**config.mk**
```make
export PLATFORM = sky130hd
export DESIGN_NAME = bcd_display_scanner_flat
export DESIGN_NICKNAME = d
export VERILOG_FILES = /design/src/rtl/bcd_display_scanner_if.sv /design/src/rtl/bcd_display_scanner.sv /design/src/flat_wrapper.sv
export SDC_FILE = /design/constraint.sdc
export NUM_CORES = 1
export LEC_CHECK = 0
export CAP_MARGIN = 10
export CORE_MARGIN = 2
export CORE_UTILIZATION = 45
export CTS_BUF_LIST = sky130_fd_sc_hd__clkbuf_8
export CTS_CLUSTER_DIAMETER = 30
export DETAILED_ROUTE_END_ITERATION = 8
export PLACE_DENSITY_LB_ADDON = 0.12
export SYNTH_ARGS = -nofsm -noshare
export SYNTH_HDL_FRONTEND = slang
export SYNTH_SLANG_ARGS = --single-unit
```
**constraint.sdc**
```tcl
create_clock -name clk -period 5.5 [get_ports clk]
set_clock_uncertainty 0.15 [all_clocks]
set_input_delay 1.65 -clock clk [delete_from_list [all_inputs] [get_ports clk]]
set_output_delay 1.65 -clock clk [all_outputs]
set_load 0.05 [all_outputs]
```
**src/rtl/bcd_display_scanner_if.sv**
```systemverilog
// Display scanner bus: count/blink inputs from the counter
// controller and multiplexed anode/segment drive back out.
interface bcd_display_scanner_if;
  logic        ena;
  logic [15:0] Qdata;
  logic [3:0]  blink;
  logic [3:0]  an;
  logic [6:0]  seg;

  modport master (
    output ena,
    output Qdata,
    output blink,
    input  an,
    input  seg
  );

  modport slave (
    input  ena,
    input  Qdata,
    input  blink,
    output an,
    output seg
  );
endinterface

```
**src/rtl/bcd_display_scanner.sv**
```systemverilog
// Four-digit common-anode 7-segment scanner with tear-free
// snapshot, per-digit blink, invalid-BCD dash and zero blanking.
module bcd_display_scanner #(
  parameter int REFRESH_DIV = 50000,
  parameter int BLINK_DIV   = 12500000,
  parameter bit LZB         = 1'b1
) (
  input logic                  clk,
  input logic                  rst,
  bcd_display_scanner_if.slave bus
);

  localparam int RW = $clog2(REFRESH_DIV);
  localparam int BW = $clog2(BLINK_DIV);
  localparam logic [RW-1:0] RMAX = RW'(REFRESH_DIV - 1);
  localparam logic [BW-1:0] BMAX = BW'(BLINK_DIV - 1);

  logic [RW-1:0] cnt_q;
  logic [BW-1:0] bcnt_q;
  logic [1:0]    idx_q;
  logic          phase_q;
  logic [15:0]   shd_q;
  logic [3:0]    shb_q;
  logic [3:0]    an_q;
  logic [6:0]    seg_q;

  logic        tick;
  logic        bwrap;
  logic        wrap;
  logic [1:0]  idx_d;
  logic        phase_d;
  logic [15:0] data_d;
  logic [3:0]  blk_d;
  logic [3:0]  nib;
  logic        lz;
  logic        blank;
  logic [6:0]  dec;
  logic [3:0]  an_d;
  logic [6:0]  seg_d;

  assign tick    = bus.ena && (cnt_q == RMAX);
  assign bwrap   = bus.ena && (bcnt_q == BMAX);
  assign wrap    = (idx_q == 2'd3);
  assign idx_d   = idx_q + 2'd1;
  assign phase_d = phase_q ^ bwrap;
  // Digit 0 of a new pass comes straight from the bus
  assign data_d  = wrap ? bus.Qdata : shd_q;
  assign blk_d   = wrap ? bus.blink : shb_q;

  always_comb begin
    nib = data_d[3:0];
    lz  = 1'b0;
    case (idx_d)
      2'd3: begin
        nib = data_d[15:12];
        lz  = (data_d[15:12] == 4'd0);
      end
      2'd2: begin
        nib = data_d[11:8];
        lz  = (data_d[15:8] == 8'd0);
      end
      2'd1: begin
        nib = data_d[7:4];
        lz  = (data_d[15:4] == 12'd0);
      end
      default: begin
        nib = data_d[3:0];
        lz  = 1'b0;
      end
    endcase
  end

  always_comb begin
    dec = 7'b0111111;
    case (nib)
      4'd0: dec = 7'b1000000;
      4'd1: dec = 7'b1111001;
      4'd2: dec = 7'b0100100;
      4'd3: dec = 7'b0110000;
      4'd4: dec = 7'b0011001;
      4'd5: dec = 7'b0010010;
      4'd6: dec = 7'b0000010;
      4'd7: dec = 7'b1111000;
      4'd8: dec = 7'b0000000;
      4'd9: dec = 7'b0010000;
      default: dec = 7'b0111111;
    endcase
  end

  assign blank = (phase_d && blk_d[idx_d]) || (LZB && lz);
  assign an_d  = blank ? 4'b1111 : ~(4'b0001 << idx_d);
  assign seg_d = blank ? 7'b1111111 : dec;

  always_ff @(posedge clk or negedge rst) begin
    if (!rst) begin
      cnt_q   <= '0;
      bcnt_q  <= '0;
      idx_q   <= 2'd0;
      phase_q <= 1'b0;
      shd_q   <= 16'd0;
      shb_q   <= 4'd0;
      an_q    <= 4'b1111;
      seg_q   <= 7'b1111111;
    end else if (bus.ena) begin
      cnt_q   <= tick ? '0 : cnt_q + RW'(1);
      bcnt_q  <= bwrap ? '0 : bcnt_q + BW'(1);
      phase_q <= phase_d;
      if (tick) begin
        idx_q <= idx_d;
        an_q  <= an_d;
        seg_q <= seg_d;
        if (wrap) begin
          shd_q <= bus.Qdata;
          shb_q <= bus.blink;
        end
      end
    end else begin
      an_q  <= 4'b1111;
      seg_q <= 7'b1111111;
    end
  end

  assign bus.an  = an_q;
  assign bus.seg = seg_q;

endmodule
```
**src/flat_wrapper.sv**
```systemverilog
// flat-port wrapper written by rule: the top's interface ports become plain ports
module bcd_display_scanner_flat 
#(
  parameter int REFRESH_DIV = 50000,
  parameter int BLINK_DIV   = 12500000,
  parameter bit LZB         = 1'b1
)
  (clk, rst, bus_ena, bus_Qdata, bus_blink, bus_an, bus_seg);
  bcd_display_scanner_if bus_i ();
  input logic clk;
  input logic rst;
  input wire logic [$bits(bus_i.ena)-1:0] bus_ena;
  input wire logic [$bits(bus_i.Qdata)-1:0] bus_Qdata;
  input wire logic [$bits(bus_i.blink)-1:0] bus_blink;
  output wire logic [$bits(bus_i.an)-1:0] bus_an;
  output wire logic [$bits(bus_i.seg)-1:0] bus_seg;
  assign bus_i.ena = bus_ena;
  assign bus_i.Qdata = bus_Qdata;
  assign bus_i.blink = bus_blink;
  assign bus_an = bus_i.an;
  assign bus_seg = bus_i.seg;
  bcd_display_scanner #(.REFRESH_DIV(REFRESH_DIV), .BLINK_DIV(BLINK_DIV), .LZB(LZB)) u_core (.clk(clk), .rst(rst), .bus(bus_i));
endmodule
```
==> results of run 1 <==
## cell type report
class                   instances  share of cell area [%]
flip-flops and latches         70                    42.7
multi-input cells             241                    39.3
repair buffers                 37                    8.60
clock buffers                  10                    3.33
well taps                     102                    3.09
clock inverters                 6                    1.88
inverters                      12                    1.09
## cells by family after synthesis
family,Yosys count,share of synthesized area [%]
fa+ha+maj,12,4.30
flops,70,50.6
mux,21,7.42
buf+inv,23,2.90
simple gates,131,18.2
xor+xnor,32,8.56
compound gates,45,8.03
## path summary, 6_finish.rpt
check | endpoint | slack, ps | cells past startpoint
min reg2reg | u_core.cnt_q[10]$_DFFE_PN0P_ | 340 | 1
min in group asynchronous | u_core.bcnt_q[10]$_DFFE_PN0P_ | 1300 | 1
max reg2reg | u_core.bus.seg[5]$_DFFE_PN1P_ | 2880 | 7
max in group asynchronous | u_core.bus.seg[5]$_DFFE_PN1P_ | 2950 | 2
max | u_core.shb_q[2]$_DFFE_PN0P_ | 1430 | 5
min | u_core.cnt_q[10]$_DFFE_PN0P_ | 340 | 1
## stage by stage
| stage | total power, mW | instance area, um^2 | util (%) |
|---|---|---|---|
| finish | 1.18 | 4130 | 54.3 |
| global route | 1.25 | 4130 | 54.3 |
| CTS | 1.20 | 4130 | 54.3 |
| detailed placement | 0.742 | 3920 | 51.5 |
| global placement | 0.738 | 3920 | 51.5 |
| floorplan | 0.689 | 3490 | - |
## worst max-delay path, cell delays in order
cell and delay, ps:
clkdlybuf4s50_1 780, nand4_1 290, nor2_1 460, nand2_1 520, mux2_2 430
## power groups by stage
stage	clock (mW)	combinational (mW)	sequential, mW
after floorplan	0	0.0873	0.601
after global placement	0	0.125	0.612
after CTS	0.467	0.129	0.605
final	0.449	0.127	0.604
after detailed placement	0	0.129	0.613
after global routing	0.491	0.148	0.613
## layout by cell type (no fill, tap or decap), drive strengths merged, types with 5 or more instances in the layout
cell	synthesis	layout
dfrtp	59	59
nand2	39	39
nor2	36	36
clkdlybuf4s50	0	32
mux2	19	19
xor2	17	17
xnor2	15	15
o21ai	15	15
inv	12	14
nand3	12	12
ha	12	12
a21oi	11	11
dfstp	11	11
clkbuf	9	10
and3	9	9
nand4	7	7
a31oi	6	6
nor4	5	5
buf	2	5
## state kept, by name, summed over array words and instances, names as in the netlist
signal / flops
u_core.phase_q: 1
u_core.bus.an: 4
u_core.shd_q: 12
u_core.bcnt_q: 24
u_core.shb_q: 4
u_core.idx_q: 2
u_core.bus.seg: 7
u_core.cnt_q: 16
## per-layer routing
layer / global-route usage (%) / up-vias / share of wire, %
met4: 6.97 / 0 / 2.0
met1: 22.2 / 1207 / 46
li1: - / 1241 / -
met2: 29.8 / 43 / 49
met5: 0 / - / 0
met3: 5.26 / 13 / 3.5
==> run summary, run 1 <==
Synth async-reset ratio -> 100%
CTS tree -> done
Most used DFF post-synth -> dfrtp_1
DR pass1 iterations -> 5
Worst setup margin -> 1430 ps
Post-detail-place hpwl -> 4750 um
Combinational share of power -> 10.7%
Ant. Diodes -> 0
Ys Warns -> 0
Reg-to-Reg Start -> u_core.bcnt_q[8]$_DFFE_PN0P_
Setup TNS -> 0 ps
Num rows -> 32
Most frequent cell after synthesis -> dfrtp_1
Final worst path period share -> 74.0%
Cell Area, Synth -> 3490 um^2
Multi-input logic area -> 1630 um^2
Cell-internal power -> 0.885 mW
Total GRT Usage -> 18.0%
Worst hold path class -> flip-flop to flip-flop
Hold Slack -> 342 ps
Buffers added on ports -> 33
Post-CTS Resized -> 0
Worst slack, placed -> 1060 ps
CP Launch Point -> bus_ena
Slew Limit Headroom -> 38.2%
Clock root buffer -> clkbuf_8
P_sw -> 0.294 mW
Area grow syn2layout -> 18.4%
Yosys reg bits -> 70
Number of global-route vias before repair -> 2,606
Minimum clock period -> 4070 ps
Hold buffer count at cts -> 0
Syn Nets -> 369
Peak supply drop -> 0.165 mV
Worst Min Path Start -> u_core.cnt_q[10]$_DFFE_PN0P_
Initial DRC Count -> 75
CTS Buf Count -> 9
Mean post-synth cell area -> 10.5 um^2
Finish-stage setup viols -> 0
Register area -> 1770 um^2
Critical Path Source Type -> primary input
Sw Share -> 25.0%
Max Cap Viol -> 0
Sink Count -> 70
Worst-Skew Late Latency -> 340 ps
Critical path type -> primary input to flip-flop
WL/cell -> 13.9 um
Worst Path Arrival -> 4140 ps
Initial Utilization -> 45.9%
DRC -> 0
Post-synth EDFFs -> 0
Commonest cells post-synth -> dfrtp_1 (59), nand2_1 (39), nor2_1 (36)
Top-area cell type share of the netlist area -> 42.3%
I/O pins -> 34
Fmax -> 246 MHz
Fillers -> 712
Seq pwr share -> 51.2%
Die Height -> 92.1 um
CTS Buffer Depth -> 2
Critical path capture point type -> flip-flop
Vias per inst -> 5.24
Final Max Tran Viols -> 0
Synth top area cells -> dfrtp_1 (42%), dfstp_2 (8.3%), mux2_2 (6.1%)
Overflow left after global routing -> 0
Layout net count -> 406
Post-CTS setup buffer count -> 0
Post-placement cell count -> 462
Die width -> 92.1 um
Share of cells above drive strength 1 -> 14.4%
Pin count of the biggest net entering global routing -> 43
Vias -> 2,504
Clk pwr share -> 38.1%
Pwr dens -> 285 nW/um^2
Register area share after synthesis -> 50.6%
Total wire length -> 6640 um
Global-route wire length before repair -> 12,000 um
Routed Antenna Nets -> 0
RSZ-0062 raised after global routing -> false
GP Congestion -> 0.742
Antenna violations before repair -> 0
Unique masters post-synth -> 40
Leading area contributor after synthesis -> dfrtp_1
Status -> finished clean
Leak -> 1.88 nW
H-tree depth -> 3
Final Hold Violating Endpoints -> 0
CP max FO -> 18
Worst endpoint required time -> 5570 ps
DIE AREA -> 8480 um^2
Fin cells -> 478
Core Footprint -> 7610 um^2
CTS clk-pin slew, worst paths -> 70 ps
Least-Margin Pin Slew -> 927 ps
Syn Inst Count -> 334
(Power assumes the default switching activity.)
==> inputs of run 2 (changes only) <==
==> constraint.sdc (replaced) <==
create_clock -name clk -period 3.3 [get_ports clk]
set_clock_uncertainty 0.15 [all_clocks]
set_input_delay 0.99 -clock clk [delete_from_list [all_inputs] [get_ports clk]]
set_output_delay 0.99 -clock clk [all_outputs]
set_load 0.05 [all_outputs]
==> run summary, run 2 (same netlist as run 1, synthesis figures left out) <==
Initial Utilization -> 45.9%
Finish-stage setup viols -> 0
CTS clk-pin slew, worst paths -> 60 ps
Area grow syn2layout -> 18.3%
Fmax -> 354 MHz
Number of global-route vias before repair -> 2,672
Buffers added on ports -> 33
CP max FO -> 11
Max Cap Viol -> 0
Status -> finished clean
Most common cell after layout, fill and taps aside -> dfrtp_1
CTS Buffer Depth -> 2
Initial DRC Count -> 99
Critical Path Source Type -> primary input
Least-Margin Pin Slew -> 502 ps
Routed Antenna Nets -> 0
Global-route wire length before repair -> 12,000 um
Largest registers -> u_core.bcnt_q: 24 flops, u_core.cnt_q: 16 flops, u_core.shd_q: 12 flops
Clock root buffer -> clkbuf_8
Pwr dens -> 430 nW/um^2
I/O pins -> 34
Max incr delay on CP -> 470 ps
Final Hold Violating Endpoints -> 0
Most frequent cells in the layout -> dfrtp_1 (59), nand2_1 (39), nor2_1 (36)
Die width -> 92.1 um
Total power -> 1.78 mW
H-tree depth -> 3
Critical path cell sequence -> clkdlybuf4s50_1 > and4_1 > and2_1 > and3_1 > xor2_4 > a2111oi_2 > buf_4 > a31oi_1
GP Congestion -> 0.763
CTS tree -> done
Critical path type -> primary input to flip-flop
Setup TNS -> 0 ps
Share of cells above drive strength 1 -> 15.4%
Ant. Diodes -> 0
RSZ-0062 raised after global routing -> false
WL/cell -> 13.5 um
Die Height -> 92.1 um
Post-detail-place hpwl -> 4820 um
CTS Buf Count -> 9
Peak supply drop -> 0.188 mV
Post-CTS Resized -> 0
Worst slack, placed -> 110 ps
Worst hold path class -> flip-flop to flip-flop
Fillers -> 712
Vias per inst -> 5.19
Vias -> 2,522
Slew Limit Headroom -> 66.4%
Hold buffer count at cts -> 0
Worst-Skew Late Latency -> 340 ps
Post-DP Area -> 3980 um^2
Total wire length -> 6580 um
Finished Cell Area -> 4130 um^2
DRC -> 0
Num rows -> 32
Util after Layout -> 54.3%
CP bufs+invs -> 2
Layout net count -> 414
Slowest-stage cell, CP -> clkdlybuf4s50_1
DR pass1 iterations -> 4
Final worst path period share -> 85.6%
Kind of cell adding the most delay to the critical path -> buffers and inverters
Overflow left after global routing -> 0
Hold Slack -> 346 ps
Sink Count -> 70
Critical path capture point type -> flip-flop
Minimum clock period -> 2820 ps
Leak -> 1.90 nW
Core Footprint -> 7610 um^2
Final Max Tran Viols -> 0
DIE AREA -> 8480 um^2
Total GRT Usage -> 17.6%
Max reg flops -> 24
Fin cells -> 486
Worst endpoint required time -> 3390 ps
Worst setup margin -> 476 ps
Antenna violations before repair -> 0
Post-placement cell count -> 470
Worst Path Arrival -> 2910 ps
Post-CTS setup buffer count -> 0
Largest Register -> u_core.bcnt_q
Pin count of the biggest net entering global routing -> 26
[run 2: cell types whose count changed in the layout (fill, tap and decap cells not counted)]
cell	delta
clkbuf_8	-1
inv_1	+3
buf_4	+8
bufinv_16	-2
[run 2: final cells by class]
cell class	count	area [um^2]	share of cell area [%]
timing repair buffer	45	415	10.1
inverter	12	45.0	1.09
clock inverter	7	28.8	0.697
tap	102	128	3.09
multi-input combinational	241	1630	39.3
clock buffer	9	124	3.00
sequential	70	1770	42.7
[run 2: path summary, 6_finish.rpt]
| kind | to | startpoint | depth (start not counted) | slack [ps] |
|---|---|---|---|---|
| max | u_core.bus.seg[1]$_DFFE_PN1P_ | bus_ena | 8 | 480 |
| min | u_core.bcnt_q[9]$_DFFE_PN0P_ | u_core.bcnt_q[9]$_DFFE_PN0P_ | 1 | 350 |
| max reg2reg | u_core.bus.seg[1]$_DFFE_PN1P_ | u_core.bcnt_q[8]$_DFFE_PN0P_ | 7 | 690 |
| min reg2reg | u_core.bcnt_q[9]$_DFFE_PN0P_ | u_core.bcnt_q[9]$_DFFE_PN0P_ | 1 | 350 |
| max in group asynchronous | u_core.bus.seg[3]$_DFFE_PN1P_ | rst | 2 | 1760 |
| min in group asynchronous | u_core.bcnt_q[12]$_DFFE_PN0P_ | rst | 1 | 460 |
[run 2: where the power goes]
part / switching, mW / total [mW] / internal, mW
Combinational: 0.104 / 0.216 / 0.112
Clock: 0.297 / 0.554 / 0.257
Sequential: 0.0758 / 1.01 / 0.930
Total: 0.477 / 1.78 / 1.30
[run 2: routing by layer]
layer  track usage [%]  share of wire, %
met1              23.0                48
met2              28.8                47
met3              3.20               3.2
met4              7.21               1.8
met5                 0                 0
